===== src/rtl/sig_gen_pkg.sv =====
// Shared types for the signal generator and its measurement consumer.
// WAVE_MEAS_AVG_EN adds a sample-sum field to the result record.
package sig_gen_pkg;

   localparam int                WAVE_W    = 5;
   localparam logic [WAVE_W-1:0] WAVE_MAX  = 5'd31;
   localparam int                PER_W_MAX = 16;

   localparam logic [1:0] CH_SQUARE = 2'b00;
   localparam logic [1:0] CH_SAW    = 2'b01;
   localparam logic [1:0] CH_TRI    = 2'b10;

   typedef enum logic {IDLE, MEAS} meas_state_t;

   // period is held at the widest supported counter; narrower builds zero-extend
   typedef struct packed {
      logic [PER_W_MAX-1:0] period;
      logic [WAVE_W-1:0]    min;
      logic [WAVE_W-1:0]    max;
`ifdef WAVE_MEAS_AVG_EN
      logic [PER_W_MAX+4:0] sum;
`endif
   } meas_res_t;

endpackage


===== src/rtl/wave_meas_if.sv =====
// Result port of wave_meas: valid/ready handshake plus the measured fields.
// WAVE_MEAS_AVG_EN adds meas_sum.
interface wave_meas_if #(parameter int PER_W = 16);
   import sig_gen_pkg::*;

   logic              meas_valid;
   logic              meas_ready;
   logic              meas_drop;
   logic [PER_W-1:0]  meas_period;
   logic [WAVE_W-1:0] meas_min;
   logic [WAVE_W-1:0] meas_max;
`ifdef WAVE_MEAS_AVG_EN
   logic [PER_W+4:0]  meas_sum;
`endif

   modport master (
      output meas_valid, meas_drop, meas_period, meas_min, meas_max,
`ifdef WAVE_MEAS_AVG_EN
      output meas_sum,
`endif
      input  meas_ready
   );

   modport slave (
      input  meas_valid, meas_drop, meas_period, meas_min, meas_max,
`ifdef WAVE_MEAS_AVG_EN
      input  meas_sum,
`endif
      output meas_ready
   );

endinterface


===== src/rtl/wave_meas_xing_det.sv =====
// Upward threshold crossing detector: previous sample below THRESH, current at or above.
module wave_xing_det
   import sig_gen_pkg::*;
#(
   parameter int THRESH = 10
) (
   input  logic              clk,
   input  logic              rst_n,
   input  logic [WAVE_W-1:0] wave_i,
   output logic              xing_o
);

   logic [WAVE_W-1:0] wave_q;

   // one-sample history of the wave
   always_ff @(posedge clk or negedge rst_n) begin
      if (!rst_n) wave_q <= '0;
      else        wave_q <= wave_i;
   end

   assign xing_o = (wave_q < WAVE_W'(THRESH)) && (wave_i >= WAVE_W'(THRESH));

endmodule


===== src/rtl/wave_meas.sv =====
// Per-cycle waveform measurement: period, min, max (and sum with WAVE_MEAS_AVG_EN)
// between successive upward crossings, offered on a valid/ready result port.
//
// state | meaning
// IDLE  | waiting for the first crossing of a window
// MEAS  | window open, trackers accumulating
module wave_meas
   import sig_gen_pkg::*;
#(
   parameter int THRESH = 10,
   parameter int PER_W  = 16
) (
   input  logic              clk,
   input  logic              rst_n,
   input  logic [WAVE_W-1:0] wave,
   input  logic [1:0]        wave_choise,
   wave_meas_if.master       meas
);

   localparam logic [PER_W-1:0] CNT_MAX = '1;
   localparam int               SUM_W   = PER_W + 5;

   meas_state_t       state_q, state_d;
   logic [PER_W-1:0]  cnt_q, cnt_d;
   logic [WAVE_W-1:0] min_q, min_d, max_q, max_d;
   logic [1:0]        choise_q;
   logic              xing, chg, res_new;
   meas_res_t         res_cur, out_q, out_d;
   logic              valid_q, valid_d, drop_q, drop_d;
`ifdef WAVE_MEAS_AVG_EN
   logic [SUM_W-1:0]  sum_q, sum_d;
   logic [SUM_W:0]    sum_ext;
`endif

   wave_xing_det #(.THRESH(THRESH)) u_xing (
      .clk    (clk),
      .rst_n  (rst_n),
      .wave_i (wave),
      .xing_o (xing)
   );

   assign chg = (wave_choise != choise_q);

   // FSM state, trackers and result register
   always_ff @(posedge clk or negedge rst_n) begin
      if (!rst_n) begin
         state_q  <= IDLE;
         cnt_q    <= '0;
         min_q    <= WAVE_MAX;
         max_q    <= '0;
         choise_q <= '0;
         out_q    <= '0;
         valid_q  <= 1'b0;
         drop_q   <= 1'b0;
`ifdef WAVE_MEAS_AVG_EN
         sum_q    <= '0;
`endif
      end else begin
         state_q  <= state_d;
         cnt_q    <= cnt_d;
         min_q    <= min_d;
         max_q    <= max_d;
         choise_q <= wave_choise;
         out_q    <= out_d;
         valid_q  <= valid_d;
         drop_q   <= drop_d;
`ifdef WAVE_MEAS_AVG_EN
         sum_q    <= sum_d;
`endif
      end
   end

   // window tracking: a crossing closes the current window and opens the next with this sample
   always_comb begin
      state_d        = state_q;
      cnt_d          = cnt_q;
      min_d          = min_q;
      max_d          = max_q;
      res_new        = 1'b0;
      res_cur        = '0;
      res_cur.period = PER_W_MAX'(cnt_q);
      res_cur.min    = min_q;
      res_cur.max    = max_q;
`ifdef WAVE_MEAS_AVG_EN
      sum_d          = sum_q;
      res_cur.sum    = (PER_W_MAX+5)'(sum_q);
      sum_ext        = {1'b0, sum_q} + (SUM_W+1)'(wave);
`endif
      if (chg) begin
         // generator switched waveform: drop the partial window, ignore any crossing now
         state_d = IDLE;
         cnt_d   = '0;
         min_d   = WAVE_MAX;
         max_d   = '0;
`ifdef WAVE_MEAS_AVG_EN
         sum_d   = '0;
`endif
      end else begin
         case (state_q)
            IDLE: begin
               if (xing) begin
                  state_d = MEAS;
                  cnt_d   = PER_W'(1);
                  min_d   = wave;
                  max_d   = wave;
`ifdef WAVE_MEAS_AVG_EN
                  sum_d   = SUM_W'(wave);
`endif
               end
            end
            MEAS: begin
               if (xing) begin
                  res_new = 1'b1;
                  cnt_d   = PER_W'(1);
                  min_d   = wave;
                  max_d   = wave;
`ifdef WAVE_MEAS_AVG_EN
                  sum_d   = SUM_W'(wave);
`endif
               end else if (cnt_q == CNT_MAX) begin
                  // period too long to represent: abandon the window
                  state_d = IDLE;
                  cnt_d   = '0;
                  min_d   = WAVE_MAX;
                  max_d   = '0;
`ifdef WAVE_MEAS_AVG_EN
                  sum_d   = '0;
`endif
               end else begin
                  cnt_d = cnt_q + PER_W'(1);
                  if (wave < min_q) min_d = wave;
                  if (wave > max_q) max_d = wave;
`ifdef WAVE_MEAS_AVG_EN
                  sum_d = sum_ext[SUM_W] ? '1 : sum_ext[SUM_W-1:0];
`endif
               end
            end
            default: state_d = IDLE;
         endcase
      end
   end

   // output register: load when free or being accepted, otherwise discard and flag
   always_comb begin
      out_d   = out_q;
      valid_d = valid_q;
      drop_d  = 1'b0;
      if (res_new) begin
         if (!valid_q || meas.meas_ready) begin
            out_d   = res_cur;
            valid_d = 1'b1;
         end else begin
            drop_d  = 1'b1;
         end
      end else if (valid_q && meas.meas_ready) begin
         valid_d = 1'b0;
      end
   end

   assign meas.meas_valid  = valid_q;
   assign meas.meas_drop   = drop_q;
   assign meas.meas_period = out_q.period[PER_W-1:0];
   assign meas.meas_min    = out_q.min;
   assign meas.meas_max    = out_q.max;
`ifdef WAVE_MEAS_AVG_EN
   assign meas.meas_sum    = out_q.sum[PER_W+4:0];
`endif

endmodule


===== src/flat_wrapper.sv =====
// flat-port wrapper written by rule: the top's interface ports become plain ports
module wave_meas_flat import sig_gen_pkg::*;
#(
   parameter int THRESH = 10,
   parameter int PER_W  = 16
)
  (clk, rst_n, wave, wave_choise, meas_meas_valid, meas_meas_drop, meas_meas_period, meas_meas_min, meas_meas_max, meas_meas_ready);
  wave_meas_if #(.PER_W(PER_W)) meas_i ();
  input  logic clk;
  input  logic rst_n;
  input  logic [WAVE_W-1:0] wave;
  input  logic [1:0] wave_choise;
  output wire logic [$bits(meas_i.meas_valid)-1:0] meas_meas_valid;
  output wire logic [$bits(meas_i.meas_drop)-1:0] meas_meas_drop;
  output wire logic [$bits(meas_i.meas_period)-1:0] meas_meas_period;
  output wire logic [$bits(meas_i.meas_min)-1:0] meas_meas_min;
  output wire logic [$bits(meas_i.meas_max)-1:0] meas_meas_max;
  input wire logic [$bits(meas_i.meas_ready)-1:0] meas_meas_ready;
  assign meas_meas_valid = meas_i.meas_valid;
  assign meas_meas_drop = meas_i.meas_drop;
  assign meas_meas_period = meas_i.meas_period;
  assign meas_meas_min = meas_i.meas_min;
  assign meas_meas_max = meas_i.meas_max;
  assign meas_i.meas_ready = meas_meas_ready;
  wave_meas #(.THRESH(THRESH), .PER_W(PER_W)) u_core (.clk(clk), .rst_n(rst_n), .wave(wave), .wave_choise(wave_choise), .meas(meas_i));
endmodule

===== config.mk =====
export PLATFORM = sky130hd
export DESIGN_NAME = wave_meas_flat
export DESIGN_NICKNAME = d
export VERILOG_FILES = /design/src/rtl/sig_gen_pkg.sv /design/src/rtl/wave_meas_if.sv /design/src/rtl/wave_meas_xing_det.sv /design/src/rtl/wave_meas.sv /design/src/flat_wrapper.sv
export SDC_FILE = /design/constraint.sdc
export NUM_CORES = 1
export LEC_CHECK = 0
export ABC_AREA = 0
export CELL_PAD_IN_SITES_DETAIL_PLACEMENT = 1
export CELL_PAD_IN_SITES_GLOBAL_PLACEMENT = 2
export CORE_MARGIN = 2
export CORE_UTILIZATION = 30
export DETAILED_ROUTE_END_ITERATION = 10
export GPL_ROUTABILITY_DRIVEN = 0
export PLACE_DENSITY = 0.66
export SYNTH_ARGS = -nofsm -noshare
export SYNTH_HDL_FRONTEND = slang
export SYNTH_SLANG_ARGS = --single-unit

===== constraint.sdc =====
create_clock -name clk -period 2.11 [get_ports clk]
set_input_delay 0.3165 -clock clk [delete_from_list [all_inputs] [get_ports clk]]
set_output_delay 0.3165 -clock clk [all_outputs]
set_load 0.05 [all_outputs]

Word level (Yosys, flattened, before mapping)
Index checks and enable logic that the tools add are counted.
{"block": "totals", "wordCells": 60, "output_inout_bits": 28, "regBits": 62, "inputBits": 10}
{"block": "classes", "bitwise_logic": 1, "n_lt_le_gt_ge": 4, "n_reduce_logical": 9, "mux": 28, "n_addsub": 1, "eq_ne": 6}
{"op": "two-way mux 16 bit", "count": 4}
{"op": "two-way mux 5 bit", "count": 9}
{"op": "case mux 16 bit (2 select lines)", "count": 1}
{"op": "case mux 5 bit (2 select lines)", "count": 2}
{"op": "adder 16 x 1 -> 16 bit (second input constant)", "count": 1}
{"op": "== test 16 bit (second input constant)", "count": 1}
{"op": "two-way mux 1 bit", "count": 11}
{"op": "inequality test 5 bit (second input constant)", "count": 2}
{"op": "AND reduction 2 bit", "count": 4}
{"op": "greater-or-equal comparator 5 x 4 -> 1 bit (second input constant)", "count": 1}
{"op": "> comparator 5 bit", "count": 1}
{"op": "less-than comparator 5 x 4 -> 1 bit (second input constant)", "count": 1}
{"op": "less-than comparator 5 bit", "count": 1}
{"op": "inequality test 3 x 2 -> 1 bit (second input constant)", "count": 1}
{"op": "logical AND 1 bit", "count": 2}
{"op": "inequality test 2 bit", "count": 1}
{"op": "inequality test 2 bit (second input constant)", "count": 1}
{"op": "case mux 1 bit (2 select lines)", "count": 1}
{"op": "nonzero test 2 bit", "count": 1}
{"op": "zero test 1 bit", "count": 1}
{"op": "logical OR 1 bit", "count": 1}
{"op": "inverter 1 bit", "count": 1}

Logic depth before layout (Yosys ltp)
Gate-level depths: netlist of the first run.
{"block": "logic_depth", "word_depth": 7, "depth_mapped": 7, "depth_no_buf": 7}

Hierarchy
From an unflattened synthesis of the first run, not the netlist that was laid out.
{"block": "hier_totals", "cells_unflattened": 232, "area_unflattened_um2": 2835.2}
{"module": "wave_meas", "n_inst": 1, "seq_area_each_um2": 1432.6, "area_per_inst_um2": 2706.3, "cells_each": 224}
{"module": "wave_xing_det", "n_inst": 1, "seq_area_each_um2": 100.1, "area_per_inst_um2": 128.9, "cells_each": 8}

Worst setup path before layout of the first run
No wires, ideal clock.
{"block": "synth_timing", "path_kind": "register to register", "start": "register u_core.choise_q[0]", "end": "register u_core.out_q, in the netlist u_core.meas.meas_period[11]", "synth_period_minus_slack_ps": 1943, "required_ps": 1983, "n_path_buf": 2, "setup_slack_ps": 167, "arrival_ps": 1815, "path_stages_with_launch": 8, "setup_ps": 127, "path_cell_list": "dfrtp_1 > xnor2_1 > nand2_2 > or3_4 > nor2b_1 > buf_4 > buf_12 > mux2_1"}
{"block": "synth_via", "elab_chain_len": 3}
{"item": "from (decl)", "line_no": "wave_meas.sv:26", "source": "logic [1:0] choise_q;"}
{"item": "from (signal assigned)", "line_no": "wave_meas.sv:63", "source": "choise_q <= wave_choise;"}
{"item": "inequality test 2 bit", "line_no": "wave_meas.sv:42", "source": "assign chg = (wave_choise != choise_q);"}
{"item": "two-way mux 1 bit", "line_no": "wave_meas.sv:89", "source": "if (chg) begin"}
{"item": "AND reduction 2 bit (no source line)"}
{"item": "to (signal assigned)", "line_no": "wave_meas.sv:64", "source": "out_q <= out_d;"}
{"item": "to (decl)", "line_no": "wave_meas.sv:28", "source": "meas_res_t res_cur, out_q, out_d;"}
No other way between the ends.
A chain may end at the register's enable or synchronous reset.

Worst setup path after layout of the first run
{"block": "layout_timing", "start": "input wave_choise[1]", "end": "register u_core.out_q, in the netlist u_core.meas.meas_period[1]"}
{"block": "layout_via", "elab_chain_len": 3}
{"item": "from (decl)", "line_no": "flat_wrapper.sv:12", "source": "input logic [1:0] wave_choise;"}
{"item": "inequality test 2 bit", "line_no": "wave_meas.sv:42"}
{"item": "two-way mux 1 bit", "line_no": "wave_meas.sv:89"}
{"item": "AND reduction 2 bit (no source line)"}
No other way between the ends.

==> summary.txt, run 1 <==
Run status
  – Outcome: finished clean

Setup path
  – Nature of the critical path startpoint: input port
  – Sort of element at the end of the critical path: flip-flop
  – Critical Path AT: 2.22 ns
  – Crit path max fanout: 13
  – Crit path required time: 2.34 ns
  – Register-to-register setup slack: 0.15 ns
  – Crit path kind: in2reg
  – Critical path capture point: u_core.meas.meas_period[1]
  – R2R cell count: 7
  – Critical path startpoint: wave_choise[1]
  – FF-to-FF Start: u_core.u_xing.wave_q[2]
  – Worst flop-to-flop path endpoint: u_core.meas.meas_period[1]

Timing
  – Sum of negative setup slack: 0 ns
  – Time the final worst path needs with I/O delays and setup: 2.00 ns
  – Max-slew violation total from the final report: 0
  – Peak clock frequency supported by timing: 500 MHz
  – Max-Slew Margin vs Limit: 0.664
  – Transition time at the pin with the least slew margin: 0.502 ns
  – Tcrit/Tclk final: 0.947
  – Setup repair after global routing missed its margin: false
  – Final number of hold-violating endpoints: 0
  – Setup violations, final: 0
  – Worst setup skew after layout: 0.00910 ns

Die
  – Die width: 102 um
  – Placeable core region: 9330 um^2
  – Die area: 10,500 um^2
  – Effective utilization at floorplan: 0.312
  – Top-Level Pins: 38
  – Num rows: 35
  – Height of the chip: 102 um

Clock network
  – Max clock buf depth: 2
  – Clock edge transition at the registers on the reported setup and hold paths: 0.07 ns
  – TritonCTS clock tree: built
  – Number of buffers added by the clock tree synthesis step: 9
  – Worst skew pair latency: 0.34 ns
  – Clock root buffer: sky130_fd_sc_hd__clkbuf_8
  – Clock Sinks: 61
  – Buffers inserted by post-CTS timing repair: 0
  – Clock H-tree levels: 3

Power and ir drop
  – Internal portion of total power: 1820 uW
  – Fraction of power spent switching nets: 0.288
  – Sw power: 736 uW
  – Leakage component of the power: 0.00180 uW
  – Worst-case vdd ir drop: 0.000262 V
  – Post-layout total power: 2560 uW
  – Pwr Density: 663 nW/um^2
  – Combinational share of power: 0.167
  – Relative contribution of the clock network to total power: 0.342
  – Proportion of power drawn by flip-flops and latches: 0.491

Final layout
  – Leading cell types in the layout, fill and taps excluded: sky130_fd_sc_hd__dfrtp_1 (56), sky130_fd_sc_hd__clkdlybuf4s50_1 (36), sky130_fd_sc_hd__buf_4 (32)
  – Area added between synthesis and finish: 32.8%
  – Share of final-layout standard cells stronger than drive strength 1: 0.222
  – Number of standard cells in the final layout excluding fillers: 454
  – Antenna cells: 0
  – Final Net Count: 340
  – Most frequent standard cell in the layout excluding fill and tap cells: sky130_fd_sc_hd__dfrtp_1
  – Fillers: 1,018

Route
  – Via density: 4.63
  – Number of remaining DRC errors: 0
  – Routed wire length per instance: 14.7 um
  – Total routed wirelength: 6.70 mm
  – Drt initial violations: 32
  – Remaining antenna violation count: 0
  – DR pass1 iterations: 4
  – Via total after detailed routing: 2,101

Global routing
  – Largest net degree at the start of global routing: 44
  – Total Routing Usage GR: 0.139
  – Number of antenna violations at the first check in global routing: 0
  – First-pass GRT wire length: 11.1 mm
  – Overall overflow remaining after global route: 0
  – Number of global-route vias before repair: 2,268

Synthesis
  – Mapped Area: 2910 um^2
  – Sequential share of the synthesized area: 0.527
  – Count of state elements after synthesis: 61
  – Number of distinct standard cells referenced by the synthesized netlist: 45
  – Count of warnings emitted by yosys: 0
  – Syn avg cell area: 12.1 um^2
  – Post-synthesis net count: 260
  – Gate count after technology mapping: 240

Placement
  – Placed Cells: 436
  – HPWL Detailed: 4.66 mm
  – IO Port Bufs: 37

Run
  – Max capacitance violation total: 0

Hold path
  – Worst min path class: in2async
registers in the layout, summed over array words and instances, names as in the netlist:
signal                   count
u_core.meas.meas_valid       1
u_core.state_q               1
u_core.max_q                 5
u_core.choise_q              2
u_core.meas.meas_drop        1
u_core.meas.meas_period     16
u_core.meas.meas_max         5
u_core.meas.meas_min         5
u_core.u_xing.wave_q         4
u_core.cnt_q                16
u_core.min_q                 5
critical path, stage by stage:
cell and delay (ns):
sky130_fd_sc_hd__clkdlybuf4s50_1 0.44, sky130_fd_sc_hd__xnor2_1 0.23, sky130_fd_sc_hd__nand2_2 0.08, sky130_fd_sc_hd__or3_4 0.40
sky130_fd_sc_hd__nor2b_4 0.19, sky130_fd_sc_hd__clkbuf_16 0.22, sky130_fd_sc_hd__mux2_2 0.34
cells in the mapped netlist (all sizes together):
master / instances / area share
o31a: 2 / 0.0060
dfstp: 5 / 0.045
a41oi: 1 / 0.0030
nor2b: 1 / 0.0022
nor3b: 1 / 0.0026
dfrtp: 56 / 0.48
a221o: 1 / 0.0034
mux2: 32 / 0.12
o21ai: 8 / 0.015
and2: 1 / 0.0022
a21oi: 8 / 0.014
and3: 3 / 0.0065
o21a: 1 / 0.0026
nand2b: 6 / 0.013
inv: 18 / 0.023
mux2i: 8 / 0.028
nand2: 18 / 0.024
a31oi: 4 / 0.0086
a2111oi: 1 / 0.0095
xor2: 2 / 0.0060
nand3: 11 / 0.019
a22o: 3 / 0.0090
or2: 1 / 0.0022
nor3: 1 / 0.0017
o211a: 1 / 0.0034
nand4: 4 / 0.011
o211ai: 2 / 0.0069
buf: 4 / 0.019
nor2: 11 / 0.014
a21boi: 1 / 0.0065
a21o: 1 / 0.0026
ha: 10 / 0.043
a211oi: 2 / 0.0052
or3: 2 / 0.0060
o311a: 1 / 0.0034
xnor2: 5 / 0.015
nor4: 3 / 0.012
power groups by stage:
stage               logic [uW]  registers, uW  clock network, uW
floorplan                  143           1370                  0
global placement           430           1280                  0
detailed placement         434           1280                  0
CTS                        437           1260                912
global route               472           1270                966
finish                     427           1260                876
timing repair:
action	4_1_cts	5_1_grt
hold endpoints to repair	13	0
gates resized for setup	0	2
hold buffers	1	0
setup endpoints to repair	0	6
metal layers:
| metal | wire length, um | GRT usage |
|---|---|---|
| met1 | 3390 | 0.191 |
| met2 | 3020 | 0.209 |
| met3 | 148 | 0.0287 |
| met4 | 136 | 0.0646 |
| met5 | 0 | 0 |
worst min-delay path by stage:
stage / start / endpoint / cells past startpoint
5_1_grt: wave_choise[0] / u_core.choise_q[0] / 1
6_report: rst_n / u_core.max_q[2] / 2
2_1_floorplan: rst_n / u_core.choise_q[0] / 0
3_3_place_gp: rst_n / u_core.meas.meas_max[3] / 1
4_1_cts: wave_choise[0] / u_core.choise_q[0] / 1
3_5_place_dp: rst_n / u_core.meas.meas_max[1] / 1
area by class of cell:
class	instances	area (um^2)	share of cell area
flip-flops and latches	61	1530	0.397
multi-input cells	157	1260	0.326
repair buffers	73	681	0.176
well taps	129	161	0.0418
clock buffers	11	131	0.0340
inverters	18	67.6	0.0175
clock inverters	5	27.5	0.00713
stage by stage:
step / area [um^2] / setup slack (ns) / hold slack (ns) / utilization
after floorplan: 2910 / 0.167 / 0.0209 / -
after global placement: 3660 / -0.191 / 0.304 / 0.392
after detailed placement: 3660 / -0.244 / 0.309 / 0.392
after CTS: 3830 / 0.102 / 0.472 / 0.411
after global routing: 3860 / 0.0293 / 0.463 / 0.414
final: 3860 / 0.112 / 0.461 / 0.414
cell families after synthesis:
| logic type | after synthesis | synth area share |
|---|---|---|
| AOI/OAI and AO/OA | 37 | 0.0990 |
| xor gates and xnor gates | 7 | 0.0211 |
| adders and majority gates | 10 | 0.0430 |
| buffers and inverters | 22 | 0.0422 |
| DFF | 61 | 0.527 |
| muxes | 40 | 0.152 |
| and+or+nand+nor | 63 | 0.116 |
Note: power is estimated with default switching activity, not from simulation.
==> inputs of run 2 (changes only) <==
--- a/config.mk
+++ b/config.mk
@@ -9,10 +9,10 @@
 export CELL_PAD_IN_SITES_DETAIL_PLACEMENT = 1
 export CELL_PAD_IN_SITES_GLOBAL_PLACEMENT = 2
 export CORE_MARGIN = 2
-export CORE_UTILIZATION = 30
+export CORE_UTILIZATION = 37
 export DETAILED_ROUTE_END_ITERATION = 10
 export GPL_ROUTABILITY_DRIVEN = 0
-export PLACE_DENSITY = 0.66
+export PLACE_DENSITY = 0.79
 export SYNTH_ARGS = -nofsm -noshare
 export SYNTH_HDL_FRONTEND = slang
 export SYNTH_SLANG_ARGS = --single-unit
==> summary.txt, run 2 (synthesized netlist as in run 1, its figures left out) <==
Clock network
  – TritonCTS clock tree: built
  – Clock edge transition at the registers on the reported setup and hold paths: 0.07 ns
  – Buffers inserted by post-CTS timing repair: 0
  – Max clock buf depth: 2
  – Clock Sinks: 61
  – Worst skew pair latency: 0.34 ns
  – Clock H-tree levels: 3
  – Number of buffers added by the clock tree synthesis step: 9
  – Clock root buffer: sky130_fd_sc_hd__clkbuf_8

Final layout
  – Share of final-layout standard cells stronger than drive strength 1: 0.219
  – Leading cell types in the layout, fill and taps excluded: sky130_fd_sc_hd__dfrtp_1 (56), sky130_fd_sc_hd__clkdlybuf4s50_1 (36), sky130_fd_sc_hd__buf_4 (26)
  – Final Net Count: 335
  – Summed area of non-filler cells in the final layout: 3840 um^2
  – Area added between synthesis and finish: 32.2%
  – Util after Layout: 0.500
  – Most frequent standard cell in the layout excluding fill and tap cells: sky130_fd_sc_hd__dfrtp_1
  – Antenna cells: 0

Route
  – DR pass1 iterations: 4
  – Number of remaining DRC errors: 0
  – Total routed wirelength: 6.48 mm
  – Via total after detailed routing: 2,122
  – Routed wire length per instance: 15.4 um
  – Drt initial violations: 61
  – Via density: 5.03
  – Remaining antenna violation count: 0

Setup path
  – Worst path cell trace: o21ai_0 -> buf_4 -> o211ai_2 -> or3_4 -> nor2b_4 -> buf_6 -> mux2_1
  – Kind of cell adding the most delay to the critical path: simple AND/OR/NAND/NOR gates
  – Critical Path AT: 2.18 ns
  – R2R cell count: 7
  – Worst flop-to-flop path endpoint: u_core.meas.meas_min[1]
  – Nature of the critical path startpoint: flip-flop
  – Crit path kind: reg2reg
  – Register-to-register setup slack: 0.15 ns
  – Crit path max fanout: 11
  – Crit path required time: 2.33 ns
  – FF-to-FF Start: u_core.u_xing.wave_q[2]
  – Sort of element at the end of the critical path: flip-flop
  – Slowest cell delay on critical path: 0.37 ns
  – Buffers plus inverters on the worst setup path: 2
  – CP max stage cell: sky130_fd_sc_hd__or3_4

Die
  – Placeable core region: 7690 um^2
  – Height of the chip: 92.6 um
  – Top-Level Pins: 38
  – Die width: 92.6 um
  – Num rows: 32
  – Die area: 8580 um^2
  – Effective utilization at floorplan: 0.378

Power and ir drop
  – Pwr Density: 729 nW/um^2
  – Worst-case vdd ir drop: 0.000476 V
  – Leakage component of the power: 0.00181 uW

Timing
  – Time the final worst path needs with I/O delays and setup: 1.96 ns
  – Final number of hold-violating endpoints: 0
  – Setup repair after global routing missed its margin: false
  – Setup violations, final: 0
  – Sum of negative setup slack: 0 ns
  – Max-slew violation total from the final report: 0
  – Transition time at the pin with the least slew margin: 0.506 ns
  – Worst setup skew after layout: 0.0104 ns
  – Tcrit/Tclk final: 0.929
  – Peak clock frequency supported by timing: 510 MHz
  – Max-Slew Margin vs Limit: 0.662
  – Worst-case setup margin in the final layout: 0.149 ns

Global routing
  – Number of antenna violations at the first check in global routing: 0
  – Met3 capacity usage during global routing: 0.0366
  – Global routing's busiest layer: met2
  – Overall overflow remaining after global route: 0
  – Largest net degree at the start of global routing: 62
  – Met1 Use GR: 0.236
  – Number of global-route vias before repair: 2,308
  – GR met2 Demand/Resource: 0.259
  – First-pass GRT wire length: 11.4 mm
  – Total Routing Usage GR: 0.170

Placement
  – HPWL Detailed: 4.57 mm
  – Post-place instance area: 3600 um^2
  – IO Port Bufs: 37
  – Dpl ws: -0.274 ns

Run status
  – Outcome: finished clean

Run
  – Max capacitance violation total: 0

Hold path
  – Worst min path class: in2reg
  – Worst Hold Path Cells: 1
  – Launch point of the worst hold path: wave_choise[1]
  – Worst Hold Endpoint: u_core.choise_q[1]
-- run 2: cell types whose count changed in the layout (fill, tap and decap cells not counted), moves of 2 or more --
| cell | delta |
|---|---|
| sky130_fd_sc_hd__clkinv_2 | -3 |
| sky130_fd_sc_hd__clkbuf_8 | +3 |
| sky130_fd_sc_hd__buf_4 | -6 |
| sky130_fd_sc_hd__buf_6 | +2 |
-- run 2: cell type report --
type | count | area (um^2)
multi-input combinational | 157 | 1270
inverter | 18 | 67.6
fill | 845 | 3840
clock inverter | 3 | 42.5
sequential | 61 | 1530
tap | 102 | 128
clock buffer | 13 | 169
timing repair buffer | 68 | 633
-- run 2: timing repair --
item,in CTS,in global routing
setup endpoints to repair,0,33
resized for setup,0,5
hold endpoints to repair,16,0
hold buffers,1,0
-- run 2: per-stage QoR --
| stage | cells | hold WS [ns] | power, uW |
|---|---|---|---|
| CTS | 422 | 0.484 | 2820 |
| global placement | 405 | 0.349 | 1700 |
| finish | 422 | 0.484 | 2800 |
| global route | 422 | 0.484 | 2930 |
| detailed placement | 405 | 0.363 | 1710 |
| floorplan | 240 | 0.0209 | 1510 |
-- run 2: worst max-delay path by stage --
stage / from / end / slack (ns) / depth (start not counted)
6_report: u_core.u_xing.wave_q[2] / u_core.meas.meas_min[1] / 0.15 / 7
5_1_grt: u_core.cnt_q[5] / u_core.max_q[0] / 0.002 / 6
4_1_cts: u_core.u_xing.wave_q[2] / u_core.meas.meas_min[1] / 0.06 / 7
3_5_place_dp: wave_choise[1] / u_core.min_q[2] / -0.27 / 7
3_3_place_gp: wave[4] / u_core.max_q[1] / -0.19 / 8
2_1_floorplan: u_core.choise_q[0] / u_core.meas.meas_period[11] / 0.17 / 7
-- run 2: report_power, final --
| part | switching (uW) | internal, uW |
|---|---|---|
| Combinational | 254 | 177 |
| Sequential | 29.9 | 1230 |
| Clock | 473 | 641 |
-- run 2: per-layer routing --
metal,routed length [um],share of wire
met5,0,0
met2,2960,0.46
met3,164,0.025
met4,123,0.019
met1,3240,0.50
==> inputs of run 3 (changes only) <==
==> constraint.sdc (replaced) <==
create_clock -name clk -period 2.11 [get_ports clk]
set_input_delay 0.422 -clock clk [delete_from_list [all_inputs] [get_ports clk]]
set_output_delay 0.422 -clock clk [all_outputs]
set_load 0.05 [all_outputs]
==> summary.txt, run 3 (synthesized netlist as in run 1, its figures left out) <==
Setup path
  – Sort of element at the end of the critical path: flip-flop
  – R2R cell count: 7
  – FF-to-FF Start: u_core.u_xing.wave_q[2]
  – Crit path required time: 2.33 ns
  – Worst flop-to-flop path endpoint: u_core.meas.meas_min[2]
  – Register-to-register setup slack: 0.03 ns
  – Crit path max fanout: 6
  – Crit path kind: reg2reg
  – Critical Path AT: 2.30 ns
  – Nature of the critical path startpoint: flip-flop

Route
  – Via total after detailed routing: 2,138
  – Total routed wirelength: 7.11 mm
  – Routed wire length per instance: 16.3 um
  – Via density: 4.91
  – DR pass1 iterations: 4
  – Remaining antenna violation count: 0
  – Drt initial violations: 75
  – Number of remaining DRC errors: 0

Power and ir drop
  – Combinational share of power: 0.166
  – Proportion of power drawn by flip-flops and latches: 0.460
  – Leakage component of the power: 0.00195 uW
  – Worst-case vdd ir drop: 0.000388 V
  – Sw power: 743 uW
  – Pwr Density: 685 nW/um^2
  – Internal portion of total power: 2000 uW
  – Fraction of power spent switching nets: 0.271
  – Relative contribution of the clock network to total power: 0.374
  – Post-layout total power: 2740 uW

Timing
  – Tcrit/Tclk final: 0.984
  – Setup violations, final: 0
  – Max-slew violation total from the final report: 0
  – Time the final worst path needs with I/O delays and setup: 2.08 ns
  – Peak clock frequency supported by timing: 482 MHz
  – Worst setup skew after layout: 0.00855 ns
  – Final number of hold-violating endpoints: 0
  – Worst-case setup margin in the final layout: 0.0338 ns
  – Transition time at the pin with the least slew margin: 0.501 ns
  – Max-Slew Margin vs Limit: 0.665

Clock network
  – Max clock buf depth: 2
  – Clock Sinks: 61
  – Clock H-tree levels: 3
  – Clock root buffer: sky130_fd_sc_hd__clkbuf_8
  – Worst skew pair latency: 0.34 ns
  – TritonCTS clock tree: built
  – Clock edge transition at the registers on the reported setup and hold paths: 0.07 ns
  – Number of buffers added by the clock tree synthesis step: 9

Die
  – Num rows: 32
  – Die width: 92.6 um
  – Effective utilization at floorplan: 0.378
  – Die area: 8580 um^2
  – Top-Level Pins: 38
  – Placeable core region: 7690 um^2
  – Height of the chip: 92.6 um

Final layout
  – Area added between synthesis and finish: 37.6%
  – Most frequent standard cell in the layout excluding fill and tap cells: sky130_fd_sc_hd__dfrtp_1
  – Share of final-layout standard cells stronger than drive strength 1: 0.264
  – Summed area of non-filler cells in the final layout: 4000 um^2
  – Number of standard cells in the final layout excluding fillers: 435
  – Antenna cells: 0
  – Area used by multi-input combinational logic: 1290 um^2
  – Leading cell types in the layout, fill and taps excluded: sky130_fd_sc_hd__dfrtp_1 (56), sky130_fd_sc_hd__buf_4 (39), sky130_fd_sc_hd__clkdlybuf4s50_1 (30)
  – Final Net Count: 348
  – Fillers: 838
  – Sequential cell area in the final layout: 1530 um^2

Placement
  – Placed Cells: 416
  – IO Port Bufs: 37
  – HPWL Detailed: 4.78 mm
  – Post-place instance area: 3690 um^2
  – Dpl ws: -0.360 ns

Hold path
  – Worst min path class: in2async

Run status
  – Outcome: finished clean

Global routing
  – Overall overflow remaining after global route: 0
  – Number of antenna violations at the first check in global routing: 0
  – Total Routing Usage GR: 0.176
  – Largest net degree at the start of global routing: 62
  – First-pass GRT wire length: 11.7 mm
  – Number of global-route vias before repair: 2,429

Run
  – Max capacitance violation total: 0
## run 3: cell count changes in the layout (fill, tap and decap cells not counted), sizes merged
cell,change
clkinv,+1
dlygate4sd3,-1
clkbuf,+1
buf,+12
clkdlybuf4s50,-6
dlymetal6s2s,+6
## run 3: area by class of cell
cell class              count  area share
repair buffers             81       0.196
well taps                 102      0.0319
multi-input cells         157       0.324
clock inverters             4      0.0119
flip-flops and latches     61       0.383
inverters                  18      0.0169
clock buffers              12      0.0363
## run 3: per-layer routing
layer	up-vias	routed length [um]	track usage
met4	0	97	0.0650
met1	1069	3470	0.239
met5	-	0	0
met2	31	3350	0.276
met3	6	184	0.0415
li1	1032	-	-
## run 3: worst max-delay path: stages, from the launching register on
cell and delay, ns:
sky130_fd_sc_hd__dfrtp_1 0.36, sky130_fd_sc_hd__o21ai_1 0.15, sky130_fd_sc_hd__buf_4 0.14, sky130_fd_sc_hd__o211ai_2 0.10, sky130_fd_sc_hd__or3_4 0.37, sky130_fd_sc_hd__nor2b_4 0.27
sky130_fd_sc_hd__buf_4 0.23, sky130_fd_sc_hd__mux2_1 0.33
## run 3: per-stage QoR
stage          utilization  setup TNS (ns)  hold WS, ns
2_1_floorplan            -               0        0.126
3_3_place_gp         0.480          -11.16        0.458
3_5_place_dp         0.480          -14.33        0.464
4_1_cts              0.506               0       0.0929
5_1_grt              0.520         -0.0793       0.0994
6_report             0.520               0       0.0909
## run 3: worst max path at each step
stage                                  end                    start  slack [ns]  cells after the start
4_1_cts         u_core.meas.meas_period[1]           wave_choise[0]       0.008                      7
5_1_grt            u_core.meas.meas_min[3]  u_core.u_xing.wave_q[2]       -0.02                      7
6_report           u_core.meas.meas_min[2]  u_core.u_xing.wave_q[2]        0.03                      7
2_1_floorplan  u_core.meas.meas_period[11]           wave_choise[0]        0.12                      7
3_3_place_gp    u_core.meas.meas_period[5]                  wave[1]       -0.28                      7
3_5_place_dp    u_core.meas.meas_period[5]           wave_choise[1]       -0.36                      7
## run 3: what timing repair did
item                                    CTS  global route
gates cloned                              0             2
hold buffers                              0             0
pin swaps                                 0             3
endpoints found under the setup margin   26            39
gates resized for setup                   1            15
setup buffers                             0             1
## run 3: power by group through the flow
stage	clock (uW)	combinational [uW]	sequential [uW]
after floorplan	0	143	1370
after global placement	0	432	1280
after detailed placement	0	441	1280
after CTS	1050	446	1260
after global routing	1110	495	1270
final	1030	455	1260
